===== src/rtl/reg_wr_arbiter_pkg.sv =====
// Shared constants and encodings for the register-file write-port arbiter.
// Covers the x0 index, the zero word, the sweep FSM states and the grant encodings.
package reg_wr_arbiter_pkg;

  localparam int          X0        = 0;
  localparam logic [31:0] ZERO_WORD = 32'h0000_0000;

  typedef enum logic {
    ST_INIT = 1'b0,
    ST_RUN  = 1'b1
  } state_t;

  typedef enum logic {
    GNT_WB = 1'b0,
    GNT_LD = 1'b1
  } gnt_t;

endpackage


===== src/rtl/reg_wr_arbiter_wr_port_arb.sv =====
// Combinational Ready generation for the writeback and load-return requesters.
// Optional round-robin (macro REG_WR_ARB_RR_EN) keeps its LastGnt register here.
module wr_port_arb
  import reg_wr_arbiter_pkg::*;
(
  input  logic clk,
  input  logic rst_n,
  input  logic run,
  input  logic wb_valid,
  input  logic ld_valid,
  output logic wb_ready,
  output logic ld_ready
);

`ifdef REG_WR_ARB_RR_EN
  gnt_t last_gnt;

  always_ff @(posedge clk or negedge rst_n) begin
    if (!rst_n) begin
      last_gnt <= GNT_LD;
    end else if (wb_valid && wb_ready) begin
      last_gnt <= GNT_WB;
    end else if (ld_valid && ld_ready) begin
      last_gnt <= GNT_LD;
    end
  end

  // A side only loses when the other side is also valid and it was granted last.
  always_comb begin
    wb_ready = run && !(ld_valid && (last_gnt == GNT_WB));
    ld_ready = run && !(wb_valid && (last_gnt == GNT_LD));
  end
`else
  logic unused_clk_rst;
  assign unused_clk_rst = clk ^ rst_n;

  always_comb begin
    wb_ready = run;
    ld_ready = run && !wb_valid;
  end
`endif

endmodule


===== src/rtl/reg_wr_arbiter.sv =====
// Single write port of the GPR file: zero-fill sweep of x1..x(NUM_REGS-1) after reset,
// then Wb/Ld arbitration. Round-robin grant is enabled by defining REG_WR_ARB_RR_EN.
module reg_wr_arbiter
  import reg_wr_arbiter_pkg::*;
#(
  parameter int                NUM_REGS   = 32,
  parameter int                ADDR_W     = $clog2(NUM_REGS),
  parameter int                DATA_W     = 32,
  parameter logic [DATA_W-1:0] INIT_VALUE = DATA_W'(ZERO_WORD)
) (
  input  logic              Clk,
  input  logic              Rst_n,
  input  logic              WbValid,
  output logic              WbReady,
  input  logic [ADDR_W-1:0] WbAddr,
  input  logic [DATA_W-1:0] WbData,
  input  logic              LdValid,
  output logic              LdReady,
  input  logic [ADDR_W-1:0] LdAddr,
  input  logic [DATA_W-1:0] LdData,
  output logic              RegWrite,
  output logic [ADDR_W-1:0] AddrRd,
  output logic [DATA_W-1:0] WrData,
  output logic              InitDone
);

  localparam logic [ADDR_W-1:0] LAST_REG  = ADDR_W'(NUM_REGS - 1);
  localparam logic [ADDR_W-1:0] ADDR_X0   = ADDR_W'(X0);
  localparam logic [ADDR_W-1:0] FIRST_REG = ADDR_W'(1);

  state_t            state, state_nxt;
  logic [ADDR_W-1:0] cnt, cnt_nxt;
  logic              run;
  logic              wb_xfer_p0, ld_xfer_p0;

  logic              vld_p0, done_p0;
  logic [ADDR_W-1:0] addr_p0;
  logic [DATA_W-1:0] data_p0;

  logic              vld_p1, done_p1;
  logic [ADDR_W-1:0] addr_p1;
  logic [DATA_W-1:0] data_p1;

  assign run = (state == ST_RUN);

  wr_port_arb u_arb (
    .clk      (Clk),
    .rst_n    (Rst_n),
    .run      (run),
    .wb_valid (WbValid),
    .ld_valid (LdValid),
    .wb_ready (WbReady),
    .ld_ready (LdReady)
  );

  assign wb_xfer_p0 = WbValid && WbReady;
  assign ld_xfer_p0 = LdValid && LdReady;

  // Stage p0: next-state and write selection; transfers to x0 are consumed but never issued.
  always_comb begin
    state_nxt = state;
    cnt_nxt   = cnt;
    vld_p0    = 1'b0;
    addr_p0   = addr_p1;
    data_p0   = data_p1;
    done_p0   = done_p1;
    unique case (state)
      ST_INIT: begin
        vld_p0  = 1'b1;
        addr_p0 = cnt;
        data_p0 = INIT_VALUE;
        cnt_nxt = cnt + 1'b1;
        if (cnt == LAST_REG) begin
          state_nxt = ST_RUN;
        end
      end
      ST_RUN: begin
        done_p0 = 1'b1;
        if (wb_xfer_p0 && (WbAddr != ADDR_X0)) begin
          vld_p0  = 1'b1;
          addr_p0 = WbAddr;
          data_p0 = WbData;
        end else if (ld_xfer_p0 && (LdAddr != ADDR_X0)) begin
          vld_p0  = 1'b1;
          addr_p0 = LdAddr;
          data_p0 = LdData;
        end
      end
    endcase
  end

  // Stage p1: registered register-file pins and sweep state.
  always_ff @(posedge Clk or negedge Rst_n) begin
    if (!Rst_n) begin
      state   <= ST_INIT;
      cnt     <= FIRST_REG;
      vld_p1  <= 1'b0;
      addr_p1 <= '0;
      data_p1 <= '0;
      done_p1 <= 1'b0;
    end else begin
      state   <= state_nxt;
      cnt     <= cnt_nxt;
      vld_p1  <= vld_p0;
      addr_p1 <= addr_p0;
      data_p1 <= data_p0;
      done_p1 <= done_p0;
    end
  end

  assign RegWrite = vld_p1;
  assign AddrRd   = addr_p1;
  assign WrData   = data_p1;
  assign InitDone = done_p1;

endmodule


===== config.mk =====
export PLATFORM = sky130hd
export DESIGN_NAME = reg_wr_arbiter
export DESIGN_NICKNAME = d
export VERILOG_FILES = /design/src/rtl/reg_wr_arbiter_pkg.sv /design/src/rtl/reg_wr_arbiter_wr_port_arb.sv /design/src/rtl/reg_wr_arbiter.sv
export SDC_FILE = /design/constraint.sdc
export NUM_CORES = 1
export LEC_CHECK = 0
export ABC_AREA = 1
export CAP_MARGIN = 0
export CORE_UTILIZATION = 30
export CTS_CLUSTER_SIZE = 14
export DETAILED_ROUTE_END_ITERATION = 8
export GPL_TIMING_DRIVEN = 0
export HOLD_SLACK_MARGIN = 0.03
export MAX_ROUTING_LAYER = met4
export PLACE_DENSITY_LB_ADDON = 0.12
export SETUP_SLACK_MARGIN = 0.02
export SLEW_MARGIN = 20
export SYNTH_ARGS = -nofsm -noshare
export SYNTH_HDL_FRONTEND = slang
export SYNTH_SLANG_ARGS = --single-unit

===== constraint.sdc =====
create_clock -name Clk -period 1.7 [get_ports Clk]
set_input_delay 0.425 -clock Clk [delete_from_list [all_inputs] [get_ports Clk]]
set_output_delay 0.425 -clock Clk [all_outputs]
set_load 0.05 [all_outputs]

; After elaboration in Yosys (flattened, before gate mapping)
; Cells that the tools add are included.
[word_totals]
ff_bits = 45
latch_bits = 0
ramBits = 0
mem_bits_ro = 0
output_inout_bits = 41
mem_count = 0
[classes]
add_sub_neg = 1
mul = 0
div_mod_pow = 0
order_cmp = 0
n_eq_ne = 2
shifts = 0
n_mux = 11
bitwise_logic = 1
reduce_logical = 8
[ops]
columns = op, count
row1 = $mux W32, 2
row2 = $pmux W32 S2, 1
row3 = $mux W5, 2
row4 = $pmux W5 S2, 1
row5 = $reduce_bool A5 Y1, 2
row6 = $add A5 B1 Y5 const B, 1
row7 = $eq A5 B5 Y1 const B, 1
row8 = $logic_and A1 B1 Y1, 5
row9 = $mux W1, 4
row10 = $ne A3 B1 Y1 const B, 1
row11 = $pmux W1 S2, 1
row12 = $logic_not A1 Y1, 1
row13 = $not A1 Y1, 1

; Logic depth before layout (Yosys ltp)
[logic_depth]
word_depth = 7
depth_mapped = 9
mapped_depth_nobuf = 9

; Cells and area by module
; A second synthesis with hierarchy kept.
[hier_totals]
cells_unflattened = 337
area_unflattened_um2 = 2473.6
[by_module_without_submodules]
columns = mod, instances, cells_per_inst, area_each_um2
row1 = reg_wr_arbiter, 1, 334, 2456.1
row2 = wr_port_arb, 1, 3, 17.5

; Worst setup path after synthesis
; Ideal clock, no wire load.
[synth_timing]
path_kind = reg2reg
start = register state, in the netlist run
end = register data_p1[19], in the netlist WrData[19]
t_arrival_ns = 1.801
t_required_ns = 1.581
slack_ns = -0.220
path_stages_with_launch = 9
cell_sequence = dfrtp_1 inv_2 nor2_4 nand3_2 nand3_4 inv_4 buf_4 nand2_1 nand2_1
[synth_between]
elab_chain_cells = 4
elab_cells_between_ends = 9
classes_between = eq/ne: 1 / mux: 2 / bitwise: 1 / reduce/logical: 5
[synth_lines]
columns = item, line_no
row1 = start: declaration, reg_wr_arbiter.sv:31  ; state_t state, state_nxt;
row2 = start signal: assignment, reg_wr_arbiter.sv:102  ; state <= state_nxt;
row3 = $logic_and A1 B1 Y1, reg_wr_arbiter_wr_port_arb.sv:39  ; ld_ready = run && !wb_valid;
row4 = named net LdReady, reg_wr_arbiter.sv:18  ; output logic LdReady,
row5 = $logic_and A1 B1 Y1, reg_wr_arbiter.sv:57  ; assign ld_xfer_p0 = LdValid && LdReady;
row6 = $logic_and A1 B1 Y1, reg_wr_arbiter.sv:83  ; end else if (ld_xfer_p0 && (LdAddr != ADDR_X0)) begin
row7 = $ne A3 B1 Y1 (no line), -
row8 = end signal: assignment, reg_wr_arbiter.sv:106  ; data_p1 <= data_p0;
row9 = end: declaration, reg_wr_arbiter.sv:42  ; logic [DATA_W-1:0] data_p1;
; The timed path passes the listed nets, and every way through them passes these cells.
; A chain may end at the register's enable or synchronous reset.

; Final worst setup path
[layout_timing]
start = register addr_p1[2], in the netlist AddrRd[2]
end = output AddrRd[2]
[layout_lines]
columns = item, line_no
row1 = start: declaration, reg_wr_arbiter.sv:41  ; logic [ADDR_W-1:0] addr_p1;
row2 = start signal: assignment, reg_wr_arbiter.sv:105  ; addr_p1 <= addr_p0;
row3 = end: declaration, reg_wr_arbiter.sv:22  ; output logic [ADDR_W-1:0] AddrRd,
; No word-level cell between the ends.

==> results.cfg <==
[run_status]
status = complete, no violations

[power_and_ir_drop]
ir_worst_vdd_v = 0.000420
p_leak_uw = 0.00212
design_power_total_uw = 3020
p_per_area_nw_per_um2 = 776

[floorplanning]
pin_count = 119
start_util = 0.311
die_w_um = 91.5
dieArea_um2 = 8370
coreArea_um2 = 7730
rows = 32
die_h_um = 91.5

[logic_synthesis]
ys_warn_count = 0
ys.flop_type = dfrtp_1
avgSynthCellArea_um2 = 7.21
netlist-cell-type-count = 24
synth_top_cell_by_area = dfrtp_1
synth_area_leaders = dfrtp_1, nand2_1, nand3_1, buf_6, buf_2
syn_inst = 333
syn_area_um2 = 2400
synth_edf_count = 0
ys_ff_latch = 45
synthArstFlopShare = 1.00
synth_nets = 413
synth-seq-area-share = 0.469
yosysTopAreaCellShare = 0.458

[setup_path]
crit_path_end_kind = output port
critPathKind = register to output port
regToRegStartpoint = run$_DFF_PN0_
start_kind = register
path_cells = dlygate4sd2_1
cp_slowest_cell = dlygate4sd2_1
max_stage_delay_ps = 540
cpLargestDelayFamily = buffers and inverters
cp_num_buf_inv = 1
critPathLaunch = AddrRd[2]$_DFFE_PN0P_
critPathArrivalTime_ps = 1190
required_ps = 1270
crit_fanout = 2

[detailed_routing]
via_per_inst = 4.41
vias = 2494
drt_iter0_drc = 81
ant_nets = 0
finalWirelength_um = 7040
wl_per_cell_um = 12.4
drtPass1Iterations = 4
drc_errors = 0

[placement]
place_hpwl_um = 5120
dp_slack_ps = -594
port_buffers = 118
place_congestion = 0.748

[finish]
layout_common_cells = nand2_1, clkdlybuf4s50_1, dfrtp_1, nand3_1, dlygate4sd2_1
register_area_um2 = 1130
final_common_cell = nand2_1
nFillCells = 804
area_growth_pct = 62.2
drive_gt1_frac = 0.101
fin_nets = 544
multi_input_area_um2 = 1140
antenna_cells = 0

[sta]
post-route-period-util = 0.952
finalWorstSetupSlack_ps = 81.6
finClkSkew_ps = 2.92
worstMarginPinSlew_ps = 520
period_needed_ps = 1620
finalSetupViolCount = 0
clock.fmax_mhz = 618
hold_slack_ps = 70.4
drv_slew = 0
finalHoldViolCount = 0
slew_headroom = 0.655
grt_setup_unrepaired = no

[global_routing]
gr-total-overflow = 0
antenna_found_initial = 0
grt_pass1_wl_um = 11300
grt_pass1_vias = 2334
grt_max_degree = 28
grt.total_usage = 0.177

[clock_network]
cts_buffer_depth = 2
cts_made_buffers = 5
h-tree-depth = 2
clk_pin_slew_ps = 80
root_buffer = clkbuf_8
clock_sinks = 45
cts_hold_buf = 0
insertion_delay_ps = 290
cts_tree = built

[flow_run]
cap_violations = 0

[worst_hold_path]
min_path_type = primary input to asynchronous set/reset pin
==> layer usage <==
metal / share of wire / wire, um / vias up / track usage
met2: 0.50 / 3500 / 69 / 0.293
li1: - / - / 1293 / -
met1: 0.44 / 3120 / 1128 / 0.224
met4: 0.0074 / 52 / 0 / 0.0437
met5: 0 / 0 / - / -
met3: 0.052 / 366 / 4 / 0.0310
==> cells in the mapped netlist, types with 2 or more instances <==
| cell type | number |
|---|---|
| ha_1 | 2 |
| clkbuf_1 | 4 |
| nand3_2 | 2 |
| nand3_1 | 40 |
| nor2_2 | 2 |
| or2_2 | 3 |
| buf_6 | 6 |
| dfrtp_1 | 44 |
| inv_1 | 8 |
| buf_2 | 6 |
| nand2_1 | 201 |
| nand4_1 | 2 |
| inv_2 | 2 |
==> cells by family after synthesis <==
kind of cell	count (synthesis)	synth area share
AO/OA/AOI/OAI	1	0.00208
flip-flops	45	0.469
adder cells (fa/ha/maj)	2	0.0104
AND/OR/NAND/NOR	255	0.443
XOR/XNOR	2	0.00729
buffers and inverters	28	0.0682
==> where the power goes <==
group | total [uW] | switching [uW] | internal (uW) | leakage [uW]
combinational | 1110 | 703 | 404 | 0.00153
sequential | 1230 | 51.2 | 1180 | 0.000548
clock | 685 | 361 | 324 | 0.0000443
==> registers in the layout, summed over array words and instances, names as in the netlist <==
register,flops
AddrRd,5
InitDone,1
RegWrite,1
WrData,32
cnt,5
run,1
==> metrics by stage <==
stage / cells / TNS (ps) / util / cell area, um^2
floorplan: 333 / 0 / - / 2410
global placement: 553 / -65850 / 0.481 / 3720
detailed placement: 554 / -14960 / 0.483 / 3730
CTS: 561 / 0 / 0.493 / 3810
global route: 566 / 0 / 0.504 / 3900
finish: 566 / 0 / 0.504 / 3900
==> timing repair <==
action	CTS	global route
gates resized for setup	59	14
pin swaps	0	5
setup buffers	0	4
endpoints found under the setup margin	75	35
cloned	0	1
==> area by class of cell <==
cell class / count / area share
multi-input cells: 260 / 0.292
repair buffers: 124 / 0.312
flip-flops and latches: 45 / 0.290
well taps: 102 / 0.0328
clock buffers: 7 / 0.0222
plain buffers: 17 / 0.0376
inverters: 11 / 0.0138
==> final timing paths <==
path	end	slack, ps	cells after the start
min	WrData[0]$_DFFE_PN0P_	70	1
max reg2reg	WrData[28]$_DFFE_PN0P_	290	9
max in group asynchronous	cnt[0]$_DFFE_PN1N_	1040	2
max	AddrRd[2]	80	1
min in group Clk	WrData[30]$_DFFE_PN0P_	470	2
min reg2reg	WrData[30]$_DFFE_PN0P_	470	2
(Power assumes the default switching activity.)
